--- src/rtl/sram_bus_adapter.sv ---
// ============================================================================
// Module   : sram_bus_adapter
// Purpose  : Bridges a req/gnt/rvalid host data bus onto a single-port SRAM
//            with registered read data. Optional wait states before grant;
//            one response cycle follows every grant.
// Options  : define SRAM_ADAPTER_ERR_EN to range-check host addresses and
//            return an error response (no SRAM access) when out of range.
// Revision : 1.0 - initial release
// ============================================================================
`default_nettype none

module sram_bus_adapter #(
  parameter int          Width      = 32,
  parameter int          Depth      = 1 << 15,
  parameter logic [31:0] BaseAddr   = 32'h8000_0000,
  parameter int          WaitCycles = 0,
  localparam int         Aw         = $clog2(Depth),
  localparam int         WidthBytes = Width / 8
) (
  input  logic                  clk_i,
  input  logic                  rst_i,
  input  logic                  data_req_i,
  input  logic                  data_we_i,
  input  logic [WidthBytes-1:0] data_be_i,
  input  logic [31:0]           data_addr_i,
  input  logic [Width-1:0]      data_wdata_i,
  output logic                  data_gnt_o,
  output logic                  data_rvalid_o,
  output logic [Width-1:0]      data_rdata_o,
  output logic                  data_err_o,
  output logic                  sram_req_o,
  output logic                  sram_write_o,
  output logic [Aw-1:0]         sram_addr_o,
  output logic [Width-1:0]      sram_wdata_o,
  output logic [Width-1:0]      sram_wmask_o,
  input  logic [Width-1:0]      sram_rdata_i
);

  localparam int              OffW   = $clog2(WidthBytes);
  localparam int              CntW   = (WaitCycles > 0) ? $clog2(WaitCycles + 1) : 1;
  localparam logic [CntW-1:0] CntMax = CntW'(WaitCycles);

  typedef enum logic [0:0] {
    StIdle = 1'b0,
    StResp = 1'b1
  } state_e;

  state_e          state_q, state_d;
  logic [CntW-1:0] wait_cnt_q, wait_cnt_d;
  logic            we_q, we_d;
  logic [31:0]     offset;
  logic [Width-1:0] be_mask;
  logic            gnt;
  logic            sram_hit;

  // Byte offset from the SRAM base; wraps naturally for addresses below base.
  assign offset = data_addr_i - BaseAddr;

  // Grant once the request has waited the configured number of cycles;
  // reset masks it so nothing reaches the SRAM while rst_i is high.
  assign gnt = data_req_i & ~rst_i & (wait_cnt_q == CntMax);

`ifdef SRAM_ADAPTER_ERR_EN
  logic err_q, err_d;
  logic in_range;

  // A single unsigned compare covers both ends: addresses below base wrap
  // to huge offsets.
  assign in_range = (64'(offset) < (64'(Depth) * 64'(WidthBytes)));
  assign sram_hit = gnt & in_range;
`else
  assign sram_hit = gnt;
`endif

  // Byte enables expanded into a per-bit write mask.
  for (genvar k = 0; k < WidthBytes; k++) begin : g_mask
    assign be_mask[8*k +: 8] = {8{data_be_i[k]}};
  end

  // Host handshake and SRAM command for the grant cycle.
  always_comb begin
    data_gnt_o   = gnt;
    sram_req_o   = sram_hit;
    sram_write_o = sram_hit & data_we_i;
    sram_addr_o  = Aw'(offset >> OffW);
    sram_wdata_o = data_wdata_i;
    sram_wmask_o = (sram_hit & data_we_i) ? be_mask : '0;
  end

  // Next-state: wait counter, response flag and the captured transaction type.
  always_comb begin
    wait_cnt_d = '0;
    state_d    = StIdle;
    we_d       = we_q;
    if (data_req_i && !gnt && (wait_cnt_q != CntMax)) begin
      wait_cnt_d = wait_cnt_q + CntW'(1);
    end else if (data_req_i && !gnt) begin
      wait_cnt_d = wait_cnt_q;
    end
    if (gnt) begin
      state_d = StResp;
      we_d    = data_we_i;
    end
  end

`ifdef SRAM_ADAPTER_ERR_EN
  // Error flag for the pending response.
  always_comb begin
    err_d = err_q;
    if (gnt) begin
      err_d = ~in_range;
    end
  end

  // Error flag register.
  always_ff @(posedge clk_i or posedge rst_i) begin
    if (rst_i) begin
      err_q <= 1'b0;
    end else begin
      err_q <= err_d;
    end
  end
`endif

  // State registers.
  always_ff @(posedge clk_i or posedge rst_i) begin
    if (rst_i) begin
      state_q    <= StIdle;
      wait_cnt_q <= '0;
      we_q       <= 1'b0;
    end else begin
      state_q    <= state_d;
      wait_cnt_q <= wait_cnt_d;
      we_q       <= we_d;
    end
  end

  // Response outputs: data only for successful reads, zero otherwise.
  always_comb begin
    data_rvalid_o = (state_q == StResp);
    data_rdata_o  = '0;
    data_err_o    = 1'b0;
`ifdef SRAM_ADAPTER_ERR_EN
    data_err_o = (state_q == StResp) & err_q;
    if ((state_q == StResp) && !we_q && !err_q) begin
      data_rdata_o = sram_rdata_i;
    end
`else
    if ((state_q == StResp) && !we_q) begin
      data_rdata_o = sram_rdata_i;
    end
`endif
  end

endmodule

`default_nettype wire

--- config.mk ---
export PLATFORM = sky130hd
export DESIGN_NAME = sram_bus_adapter
export DESIGN_NICKNAME = d
export VERILOG_FILES = /design/src/rtl/sram_bus_adapter.sv
export SDC_FILE = /design/constraint.sdc
export NUM_CORES = 1
export LEC_CHECK = 0
export BUFFER_PORTS_ARGS = -buffer_cell sky130_fd_sc_hd__buf_2
export CORE_AREA = 2 2 85 87
export CTS_CLUSTER_SIZE = 20
export DETAILED_ROUTE_END_ITERATION = 16
export DIE_AREA = 0 0 87 89
export PLACE_DENSITY = 0.56
export RECOVER_POWER = 25
export SETUP_SLACK_MARGIN = 0.05
export SYNTH_ARGS = -nofsm -noshare
export SYNTH_HDL_FRONTEND = slang
export SYNTH_SLANG_ARGS = --single-unit
--- constraint.sdc ---
create_clock -name clk_i -period 1.45 [get_ports clk_i]
set_clock_uncertainty 0.1 [all_clocks]
set_input_delay 0.0725 -clock clk_i [delete_from_list [all_inputs] [get_ports clk_i]]
set_output_delay 0.0725 -clock clk_i [all_outputs]
set_load 0.01 [all_outputs]
# ---- Word level (Yosys, flattened, before mapping)
# Index checks and enable logic that the tools add are counted.
# Widths: inputs -> output; s select.
dict set report totals {
  inputBits 104
  word_cells 21
  output_inout_bits 116
  ff_bits 3
}
dict set report op_classes {
  n_addsub 2
  bitwise 5
  n_mux 5
  reduce_logical 5
  n_eq_ne 1
}
# operator count
set op_table {}
lappend op_table {{$mux 32} 2}
lappend op_table {{$sub 17x1->17 const B} 1}
lappend op_table {{$and 1x1->1} 3}
lappend op_table {{$logic_and 1x1->1} 3}
lappend op_table {{$mux 1} 3}
lappend op_table {{$logic_not 1->1} 2}
lappend op_table {{$ne 2x1->1 const B} 1}
lappend op_table {{$not 1->1} 2}
lappend op_table {{$add 1x1->1 const B} 1}

# ---- Longest topological paths before layout
# Gate-level depths: netlist of run 1.
dict set report logic_depth {
  word_depth 7
  mapped_depth 3
  depth_no_buf 2
}

# ---- Worst setup path before layout of run 1
# Ideal clock, no wire load.
dict set report synth_timing {
  path_kind {flip-flop to output port}
  from {register wait_cnt_q}
  to {output sram_wmask_o[10]}
  t_arrival_ps 1180
  path_buffers 1
  t_required_ps 1278
  setup_slack_ps 97
  stages_incl_launch_ff 4
  cell_sequence {dfrtp_1 > and4bb_2 > and2_1 > buf_4}
}
dict set report synth_between {
  elab_chain_cells 4
}
# item line
set synth_rtl {}
lappend synth_rtl {{start: declaration} 49} ;# logic [CntW-1:0] wait_cnt_q, wait_cnt_d;
lappend synth_rtl {{start signal: assignment} 133} ;# wait_cnt_q <= wait_cnt_d;
lappend synth_rtl {{$not 1->1} 61} ;# assign gnt = data_req_i & ~rst_i & (wait_cnt_q == CntMax);
lappend synth_rtl {{$and 1x1->1} 61}
lappend synth_rtl {{$and 1x1->1} -}
lappend synth_rtl {{net sram_write_o} 32} ;# output logic sram_write_o,
lappend synth_rtl {{$mux 32} 87} ;# sram_wmask_o = (sram_hit & data_we_i) ? be_mask : '0;
lappend synth_rtl {{end: declaration} 35} ;# output logic [Width-1:0] sram_wmask_o,
# The timed path passes the listed nets, and every way through them passes these cells.

# ---- Final worst setup path of run 1
dict set report layout_timing {
  from {register wait_cnt_q}
  to {output sram_wmask_o[0]}
}
dict set report layout_between {
  elab_chain_cells 4
}
# item line
set layout_rtl {}
lappend layout_rtl {{$not 1->1} 61}
lappend layout_rtl {{$and 1x1->1} 61}
lappend layout_rtl {{$and 1x1->1} 87}
lappend layout_rtl {{$mux 32} 87}
# Every way passes these cells.

==> results of run 1 <==
## sequential cells by signal, indices dropped and copies added (netlist names)
signal,cells
data_rvalid_o,1
we_q,1
wait_cnt_q,1
## path summary, 6_finish.rpt
check,end,cells after the start,slack [ps],from
setup reg to reg,we_q,4,60,wait_cnt_q
min in group asynchronous,we_q,3,220,rst_i
max in group asynchronous,we_q,3,890,rst_i
hold / removal,we_q,2,20,data_we_i
hold reg to reg,we_q,1,530,we_q
setup / recovery,sram_wmask_o[0],3,-10,wait_cnt_q
## layer usage
metal  part of all wire [%]  up-vias
li1                       -      380
met1                     31      377
met2                     57       66
met3                    9.3       10
met4                    2.9        0
met5                      0        -
## cell families (layout without fill, tap and decap cells)
group	after synthesis	count (layout)	synth area share, %
buffers and inverters	81	121	62.9
flip-flops	3	3	7.97
multiplexers	1	1	1.20
other	1	2	0.398
AND/OR/NAND/NOR	39	40	27.5
## per-stage QoR
| stage | cells | setup TNS, ps | worst slack, ps |
|---|---|---|---|
| after floorplan | 126 | 0 | 97.2 |
| after global placement | 235 | -3850 | -130 |
| after detailed placement | 235 | -6170 | -210 |
| after CTS | 245 | -399 | -23.5 |
| after global routing | 247 | -1540 | -69.5 |
| final | 247 | -134 | -11.9 |
## cell type report
class / instances / area share (%)
flip-flops and latches: 3 / 4.96
inverters: 1 / 0.244
repair buffers: 116 / 60.0
well taps: 80 / 6.50
multi-input cells: 43 / 25.4
clock buffers: 4 / 2.92
## timing repair
action	in CTS	in global routing
resized for setup	22	73
pin swaps	2	18
endpoints found under the hold margin	3	0
hold buffers	1	0
setup buffers	4	1
setup endpoints to repair	64	66
gates cloned	1	1
## power breakdown
group	internal, mW	leakage, nW	switching (mW)	total, mW
logic	0.158	0.797	0.0947	0.253
registers	0.0932	0.0359	0.0140	0.107
clock network	0.187	0.0228	0.0542	0.242
total	0.439	0.856	0.163	0.602
## critical path, stage by stage (launching register included)
cell	delay [ps]
dfrtp_1	370
and4bb_4	350
and2_4	210
buf_2	140
## cells in the final DEF (no fill, tap or decap), drive strengths merged
master / count
buf: 115
and2: 36
clkbuf: 4
dfrtp: 3
nor2b: 2
conb: 2
nor3b: 1
and4bb: 1
inv: 1
mux2: 1
dlygate4sd3: 1
==> summary.txt, run 1 <==
Global routing
  – Initial antenna violation count: 0
  – Global routing usage on met1: ~5.6%
  – Met3 usage: 2.03%
  – First-pass GRT wire length: 3260 µm
  – M2 GR Usage: 9.37%
  – Grt total ovfl: 0
  – Global Route Usage Sum: under 10%
  – Vias in the first global route: 641
  – Pin count of the biggest net entering global routing: 17
  – Most Crowded Layer GR: met2

Critical path
  – Worst Setup End Kind: primary output
  – Worst Setup Path Type: reg2out
  – Crit path required time: 1280 ps
  – Crit path DAT: 1290 ps
  – CP max FO: 8
  – CP startpoint kind: register

Placement
  – Placer's final routability congestion estimate: 0.608
  – Placed inst area: 1010 µm²
  – DP HPWL: 2060 µm
  – I/O Buffers: 107

Layout
  – Area growth syn-to-layout: 63.5%
  – Design area: 1540 µm²
  – Antenna Cells: 0
  – Register area: 76.3 µm²
  – Share of cells above drive strength 1: 94.6%
  – Fill count: 737
  – Multi-input combinational cell area: 392 µm²
  – NumNets Final: 272
  – Fin util: 22.9%

Detailed routing
  – 1st-pass router iterations: 2
  – Vias per cell: 3.37
  – Via Count: 833
  – 1st-iter DRT viols: 12
  – WL per Instance: 12.1 µm
  – Post-route ant nets: 0
  – Final routed DRC violation total: 0
  – Total wire length: about 3000 µm

Clock network
  – H-tree depth: 1
  – Num CTS Buffers: 3
  – Clk root buf: clkbuf_8
  – CTS tree: done
  – Clock transition at the registers of the reported paths: 30 ps
  – Max Root-Sink Buffers: 2
  – Worst-Skew Late Latency: 210 ps
  – Num Clock Sinks: 3

Status
  – Failing checks: negative setup slack
  – Outcome: finished with violations

Flow run
  – Max Cap Viol: 0

Power
  – Power Density: 391 nW/µm²
  – Peak supply drop: 0.254 mV
  – Leakage: 0.856 nW
  – Power, Total: about 600 µW

Floorplanning
  – Starting Density: 14.0%
  – Die height: 89 µm
  – Die outline area: 7740 µm²
  – I/O Pins: 220
  – Core area: 6720 µm²
  – Row count: 30
  – Die W: 87 µm

STA
  – Min Hold Slack: 16.3 ps
  – Setup Viol. Count Final: 16
  – Crit path time final: approximately 1500 ps
  – PnR worst setup slack: -11.9 ps
  – RSZ-0062 raised after global routing: yes
  – Final hold viol count: 0
  – Tcrit/Tclk final: 101%
  – Fmax: between 0.6 and 0.7 GHz
  – Max Slew Vio Count: 0

Yosys
  – Most numerous cell in the Yosys netlist: buf_4
  – Post-synth EDFFs: 0
  – Top cells by count, synth: buf_4, and2_1, clkbuf_1, dfrtp_1
  – Most area-hungry cell type in the Yosys netlist: buf_4
  – Synth Cell Area: 942 µm²
  – Register bit count reported by yosys: 3
  – Top post-synthesis cells by area: buf_4, and2_1, dfrtp_1, and4bb_2, nor3b_2
  – Async S/R FF share, synth: 100%
  – Distinct cell type count after synthesis: 10
  – Synth Area per Inst: 7.54 µm²
  – Sequential area share after synthesis: about 8%
  – Ys flop type: dfrtp_1
  – Yosys top cell area share: 61.4%
  – Ys Warns: 0
  – Mapped Cells: 125

Hold path
  – Hold Crit Class: in2reg
No activity file was read; power rests on OpenSTA's default activity.
==> inputs of run 2 (changes only) <==
--- a/config.mk
+++ b/config.mk
@@ -6,12 +6,14 @@
 export NUM_CORES = 1
 export LEC_CHECK = 0
 export BUFFER_PORTS_ARGS = -buffer_cell sky130_fd_sc_hd__buf_2
+export CAP_MARGIN = 20
 export CORE_AREA = 2 2 85 87
 export CTS_CLUSTER_SIZE = 20
 export DETAILED_ROUTE_END_ITERATION = 16
 export DIE_AREA = 0 0 87 89
 export PLACE_DENSITY = 0.56
 export RECOVER_POWER = 25
+export REMOVE_ABC_BUFFERS = 1
 export SETUP_SLACK_MARGIN = 0.05
 export SYNTH_ARGS = -nofsm -noshare
 export SYNTH_HDL_FRONTEND = slang
==> run 2 against run 1 <==
Compared with the run above: worst setup slack got worse by 10 ps; global-route usage increased by 9.1 points; hold slack improved by 4.2 ps; die area unchanged; clock power about the same; the flow still finishes with violations (negative setup slack); non-clock buffer count decreased by 3; register-to-register slack about the same; core utilization decreased by 1.2 points; wire length increased by 120%.
==> summary.txt, run 2 (same netlist as run 1, synthesis figures left out) <==
Status
  – Outcome: finished with violations
  – Failing checks: negative setup slack

Hold path
  – Origin of the worst min-delay path: data_we_i
  – WHS Endpoint: we_q
  – Worst Hold Path Cells: 2
  – Hold Crit Class: in2reg

Global routing
  – First-pass GRT wire length: 6990 µm
  – Initial antenna violation count: 0
  – Global Route Usage Sum: 14.6%
  – Pin count of the biggest net entering global routing: 17
  – Grt total ovfl: 0
  – Vias in the first global route: around 740

Critical path
  – Worst Setup Path Type: reg2out
  – CP startpoint kind: register
  – Critical R2R Launch: wait_cnt_q
  – Crit path required time: 1280 ps
  – Crit path DAT: 1300 ps
  – R2r setup slk: around 50 ps
  – Crit-path cells: and4bb_2 > and2_4 > buf_2
  – CP max FO: 8
  – CP max-delay cell: dfrtp_1
  – FF-to-FF path depth: 3
  – Worst path max stage delay: about 370 ps
  – Worst reg2reg path endpoint: we_q
  – Worst Setup End Kind: primary output

STA
  – Final hold viol count: 0
  – PnR worst setup slack: -22.4 ps
  – Crit path time final: 1470 ps
  – RSZ-0062 raised after global routing: yes
  – Setup TNS: -265 ps
  – Max Slew Vio Count: 0
  – Setup Viol. Count Final: 22
  – Fmax: around 0.68 GHz
  – Tcrit/Tclk final: 102%

Clock network
  – Num CTS Buffers: 3
  – H-tree depth: 1
  – Max Root-Sink Buffers: 2
  – CTS tree: done
  – Clock transition at the registers of the reported paths: about 30 ps
  – Clk root buf: clkbuf_8
  – Worst-Skew Late Latency: 220 ps
  – Num Clock Sinks: 3

Layout
  – Fin util: 21.7%
  – Share of cells above drive strength 1: 93.9%
  – Area growth syn-to-layout: 55.0%
  – Design area: around 1500 µm²
  – Most common cell after layout, fill and taps aside: buf_2
  – Fill count: between 700 and 800
  – NumNets Final: between 200 and 300
  – Fin cells: roughly 240
  – Antenna Cells: 0
  – Most frequent cells in the layout: buf_2, buf_6, and2_4

Placement
  – DP HPWL: 5520 µm
  – Placer's final routability congestion estimate: 0.757
  – Placed inst area: 1000 µm²
  – Post-Place Cells: about 230
  – I/O Buffers: ~110

Detailed routing
  – Total wire length: 6460 µm
  – Via Count: 944
  – Vias per cell: 3.87
  – 1st-pass router iterations: 4
  – WL per Instance: 26.5 µm
  – Post-route ant nets: 0
  – Final routed DRC violation total: 0
  – 1st-iter DRT viols: 13

Power
  – Sw Ratio: approximately 27%
  – Clock power share: 41.4%
  – Sequential Power Share: 18.1%
  – Peak supply drop: 0.213 mV
  – Pint: around 430 µW
  – Comb power frac: 40.5%
  – Leakage: 0.831 nW
  – Power Density: 403 nW/µm²
  – Sw Pwr: 159 µW

Floorplanning
  – Die W: around 87 µm
  – Die height: 89 µm
  – Starting Density: between 10% and 20%
  – Die outline area: between 7000 and 8000 µm²
  – Row count: 30
  – I/O Pins: 220
  – Core area: around 6700 µm²

Flow run
  – Max Cap Viol: 0
[run 2: per-stage QoR]
step	total power [mW]	worst slack (ps)	hold slack (ps)
floorplan	0.158	-68.6	-274
finish	0.588	-22.4	20.5
global route	0.624	-64.9	20.1
detailed placement	0.253	-223	-129
CTS	0.546	-13.1	9.53
global placement	0.251	-130	-133
[run 2: cell type report]
class | instances | area, µm² | area share (%)
clock buffer | 4 | 45.0 | 3.08
inverter | 1 | 3.75 | 0.257
multi-input combinational | 43 | 379 | 26.0
sequential | 3 | 76.3 | 5.23
tap | 80 | 100 | 6.86
timing repair buffer | 113 | 856 | 58.6
[run 2: critical path: cells and delay by family (launching register included)]
| kind | cells | cell delay (ps) |
|---|---|---|
| flip-flops | 1 | 370 |
| buffers and inverters | 1 | 140 |
| AND/OR/NAND/NOR | 2 | 560 |
[run 2: repair_timing]
action                                  CTS  global route
gates resized for setup                  19            61
hold endpoints to repair                  4             0
hold buffers                              1             0
pin swaps                                 5             5
gates cloned                              1             0
endpoints found under the setup margin   64            58
buffers inserted                          4             0
[run 2: worst max-delay path by stage]
| stage | slack [ps] | to | cells past startpoint | startpoint |
|---|---|---|---|---|
| after global placement | -130 | data_rdata_o[12] | 3 | we_q |
| after global routing | -60 | sram_wmask_o[18] | 3 | wait_cnt_q |
| final | -20 | sram_wmask_o[29] | 3 | wait_cnt_q |
| after floorplan | -70 | sram_wmask_o[0] | 2 | wait_cnt_q |
| after detailed placement | -220 | data_rdata_o[31] | 3 | we_q |
| after CTS | -10 | sram_wmask_o[2] | 3 | wait_cnt_q |
[run 2: power groups by stage]
stage               combinational (mW)  clock, mW  sequential [mW]
finish                           0.238      0.243            0.107
global route                     0.253      0.262            0.108
CTS                              0.185      0.253            0.107
detailed placement               0.155          0           0.0979
global placement                 0.153          0           0.0973
floorplan                       0.0607          0           0.0974
[run 2: metal layers]
| layer | vias to the layer above | GRT usage [%] | wire (µm) |
|---|---|---|---|
| met1 | 398 | 9.88 | 1570 |
| li1 | 374 | - | - |
| met3 | 8 | 15.9 | 1620 |
| met5 | - | 1.95 | 0 |
| met2 | 164 | 25.7 | 3100 |
| met4 | 0 | 4.83 | 170 |
==> inputs of run 3 (changes only) <==
--- a/config.mk
+++ b/config.mk
@@ -5,13 +5,14 @@
 export SDC_FILE = /design/constraint.sdc
 export NUM_CORES = 1
 export LEC_CHECK = 0
+export ABC_AREA = 1
 export BUFFER_PORTS_ARGS = -buffer_cell sky130_fd_sc_hd__buf_2
 export CAP_MARGIN = 20
-export CORE_AREA = 2 2 85 87
+export CORE_AREA = 2 2 84 86
 export CTS_CLUSTER_SIZE = 20
 export DETAILED_ROUTE_END_ITERATION = 16
-export DIE_AREA = 0 0 87 89
-export PLACE_DENSITY = 0.56
+export DIE_AREA = 0 0 86 88
+export PLACE_DENSITY = 0.6
 export RECOVER_POWER = 25
 export REMOVE_ABC_BUFFERS = 1
 export SETUP_SLACK_MARGIN = 0.05
==> constraint.sdc (replaced) <==
create_clock -name clk_i -period 1.6 [get_ports clk_i]
set_clock_uncertainty 0.1 [all_clocks]
set_input_delay 0.08 -clock clk_i [delete_from_list [all_inputs] [get_ports clk_i]]
set_output_delay 0.08 -clock clk_i [all_outputs]
set_load 0.01 [all_outputs]
==> run 3 against run 2 <==
Compared with the run above: the run now ends clean; via count up 4.4%; sequential share of layout area up 0.78 points; synthesized cell count up 33%; wire length down 16%; final cell count up 16%; flip-flop and latch count unchanged; hold slack better by 40 ps; highest routed layer unchanged; synthesized area up 18%; register-to-register slack better by 630 ps; sequential power down 18%; clock power down 9.5%; largest power group unchanged; combinational power down 19%.
==> summary.txt, run 3 <==
STA
  – Crit path time final: about 1500 ps
  – Final hold viol count: 0
  – Max Slew Vio Count: 0
  – Setup Viol. Count Final: 0
  – PnR worst setup slack: 121 ps
  – Tcrit/Tclk final: 92.4%
  – Fmax: about 0.68 GHz
  – RSZ-0062 raised after global routing: yes

Critical path
  – CP startpoint kind: register
  – CP max-delay cell: dfrtp_1
  – R2r setup slk: a little under 700 ps
  – Crit path DAT: between 1000 and 1500 ps
  – Crit-path cells: nor2_2 > nand3_2 > nor2_1 > buf_4 > buf_2
  – Delay-heaviest family, CP: simple AND/OR/NAND/NOR gates
  – Worst path bufs/invs: 2
  – Worst path max stage delay: 360 ps
  – FF-to-FF path depth: 3
  – Critical R2R Launch: wait_cnt_q
  – Crit path required time: 1420 ps
  – CP max FO: 8
  – Worst reg2reg path endpoint: we_q
  – Worst Setup End Kind: primary output
  – Worst Setup Path Type: reg2out

Global routing
  – M2 GR Usage: 21.9%
  – Global Route Usage Sum: 13.1%
  – Met3 usage: 20.0%
  – Grt total ovfl: 0
  – Vias in the first global route: 746
  – Global routing usage on met1: 7.05%
  – Pin count of the biggest net entering global routing: 17
  – Most Crowded Layer GR: met2
  – First-pass GRT wire length: 6410 µm
  – Initial antenna violation count: 0

Yosys
  – Top cells by count, synth: buf_4, inv_1, nor2_2, nor2_1
  – Synth Cell Area: 1120 µm²
  – Distinct cell type count after synthesis: 12
  – Register bit count reported by yosys: 3
  – Yosys top cell area share: between 50% and 60%
  – Async S/R FF share, synth: 100%
  – Most area-hungry cell type in the Yosys netlist: buf_4
  – Synth Area per Inst: 6.72 µm²
  – Ys Warns: 0
  – Mapped Cells: 166
  – Top post-synthesis cells by area: buf_4, nor2_2, inv_1, dfrtp_1, buf_8
  – Sequential area share after synthesis: 6.73%
  – Ys flop type: dfrtp_1
  – Most numerous cell in the Yosys netlist: buf_4
  – Post-synth EDFFs: 0

Status
  – Outcome: finished clean

Clock network
  – Num CTS Buffers: 3
  – Worst-Skew Late Latency: around 220 ps
  – CTS tree: done
  – Clock transition at the registers of the reported paths: approximately 30 ps
  – Num Clock Sinks: 3
  – Clk root buf: clkbuf_8
  – Max Root-Sink Buffers: 2
  – H-tree depth: 1
  – Setup bufs post-CTS: 0

Floorplanning
  – Die outline area: 7570 µm²
  – Die W: 86 µm
  – Core area: 6640 µm²
  – Row count: 30
  – Starting Density: between 10% and 20%
  – Die height: between 80 and 90 µm
  – I/O Pins: 220

Detailed routing
  – 1st-pass router iterations: 2
  – Post-route ant nets: 0
  – Via Count: roughly 990
  – 1st-iter DRT viols: 7
  – Final routed DRC violation total: 0
  – Total wire length: about 5400 µm
  – Vias per cell: 3.48
  – WL per Instance: 19.2 µm

Hold path
  – WHS Endpoint: sram_wdata_o[8]
  – Worst Hold Path Cells: 0
  – Hold Crit Class: in2out
  – Origin of the worst min-delay path: data_wdata_i[8]

Power
  – Peak supply drop: 0.512 mV
  – Power Density: 401 nW/µm²
  – Leakage: between 0.9 and 1 nW
  – Power, Total: around 500 µW

Placement
  – I/O Buffers: roughly 110
  – Placer's final routability congestion estimate: ~0.74
  – DP HPWL: 5050 µm
  – Pre-CTS WS: 241 ps

Layout
  – NumNets Final: 308
  – Share of cells above drive strength 1: 73.9%
  – Most frequent cells in the layout: buf_2, inv_1, nor2_2
  – Antenna Cells: 0
  – Area growth syn-to-layout: 11.9%
  – Most common cell after layout, fill and taps aside: buf_2

Flow run
  – Max Cap Viol: 0
run 3: worst max path at each step:
stage | endpoint | cells past startpoint | from
final | sram_wmask_o[9] | 5 | wait_cnt_q
after global routing | sram_wmask_o[9] | 5 | wait_cnt_q
after CTS | sram_wmask_o[24] | 4 | wait_cnt_q
after detailed placement | sram_wmask_o[5] | 4 | wait_cnt_q
after global placement | sram_wmask_o[6] | 4 | wait_cnt_q
after floorplan | sram_wmask_o[0] | 3 | wait_cnt_q
run 3: cell type report:
cell class | instances | area [µm²]
Clock buffer | 4 | 45.0
Fill cell | 746 | 5400
Inverter | 40 | 150
Multi-Input combinational cell | 44 | 290
Sequential cell | 3 | 75.1
Tap cell | 80 | 100
Timing Repair Buffer | 112 | 588
run 3: cells by family (layout without fill, tap and decap cells):
| group | after synthesis | in the layout | share of synthesized area, % |
|---|---|---|---|
| and+or+nand+nor | 42 | 42 | 23.7 |
| buffers and inverters | 120 | 156 | 69.3 |
| other | 1 | 2 | 0.336 |
| DFF | 3 | 3 | 6.73 |
run 3: report_power, final:
group / total (mW) / switching [mW] / internal (mW) / leakage [nW]
combinational: 0.193 / 0.106 / 0.0875 / 0.868
clock: 0.220 / 0.0497 / 0.170 / 0.0228
sequential: 0.0876 / 0.00490 / 0.0827 / 0.0376
total: 0.501 / 0.160 / 0.340 / 0.929
run 3: what timing repair did:
action                                  4_1_cts  5_1_grt
resized for setup                             1        3
endpoints found under the hold margin         3        0
endpoints found under the setup margin        8       17
hold buffers                                  1        0
run 3: metal layers:
metal | vias up | share of wire, %
met5 | - | 0
met4 | 0 | 0.87
met3 | 6 | 36
met2 | 162 | 44
met1 | 366 | 19
li1 | 452 | -
run 3: per-stage QoR:
stage	cells	TNS, ps	hold slack, ps	area, µm²	util [%]
3_3_place_gp	278	0	-134	1170	17.7
3_5_place_dp	278	0	-126	1170	17.7
4_1_cts	283	0	60.2	1230	18.5
6_report	283	0	60.1	1250	18.8
5_1_grt	283	0	60.1	1250	18.8
2_1_floorplan	87	-6330	-266	497	-
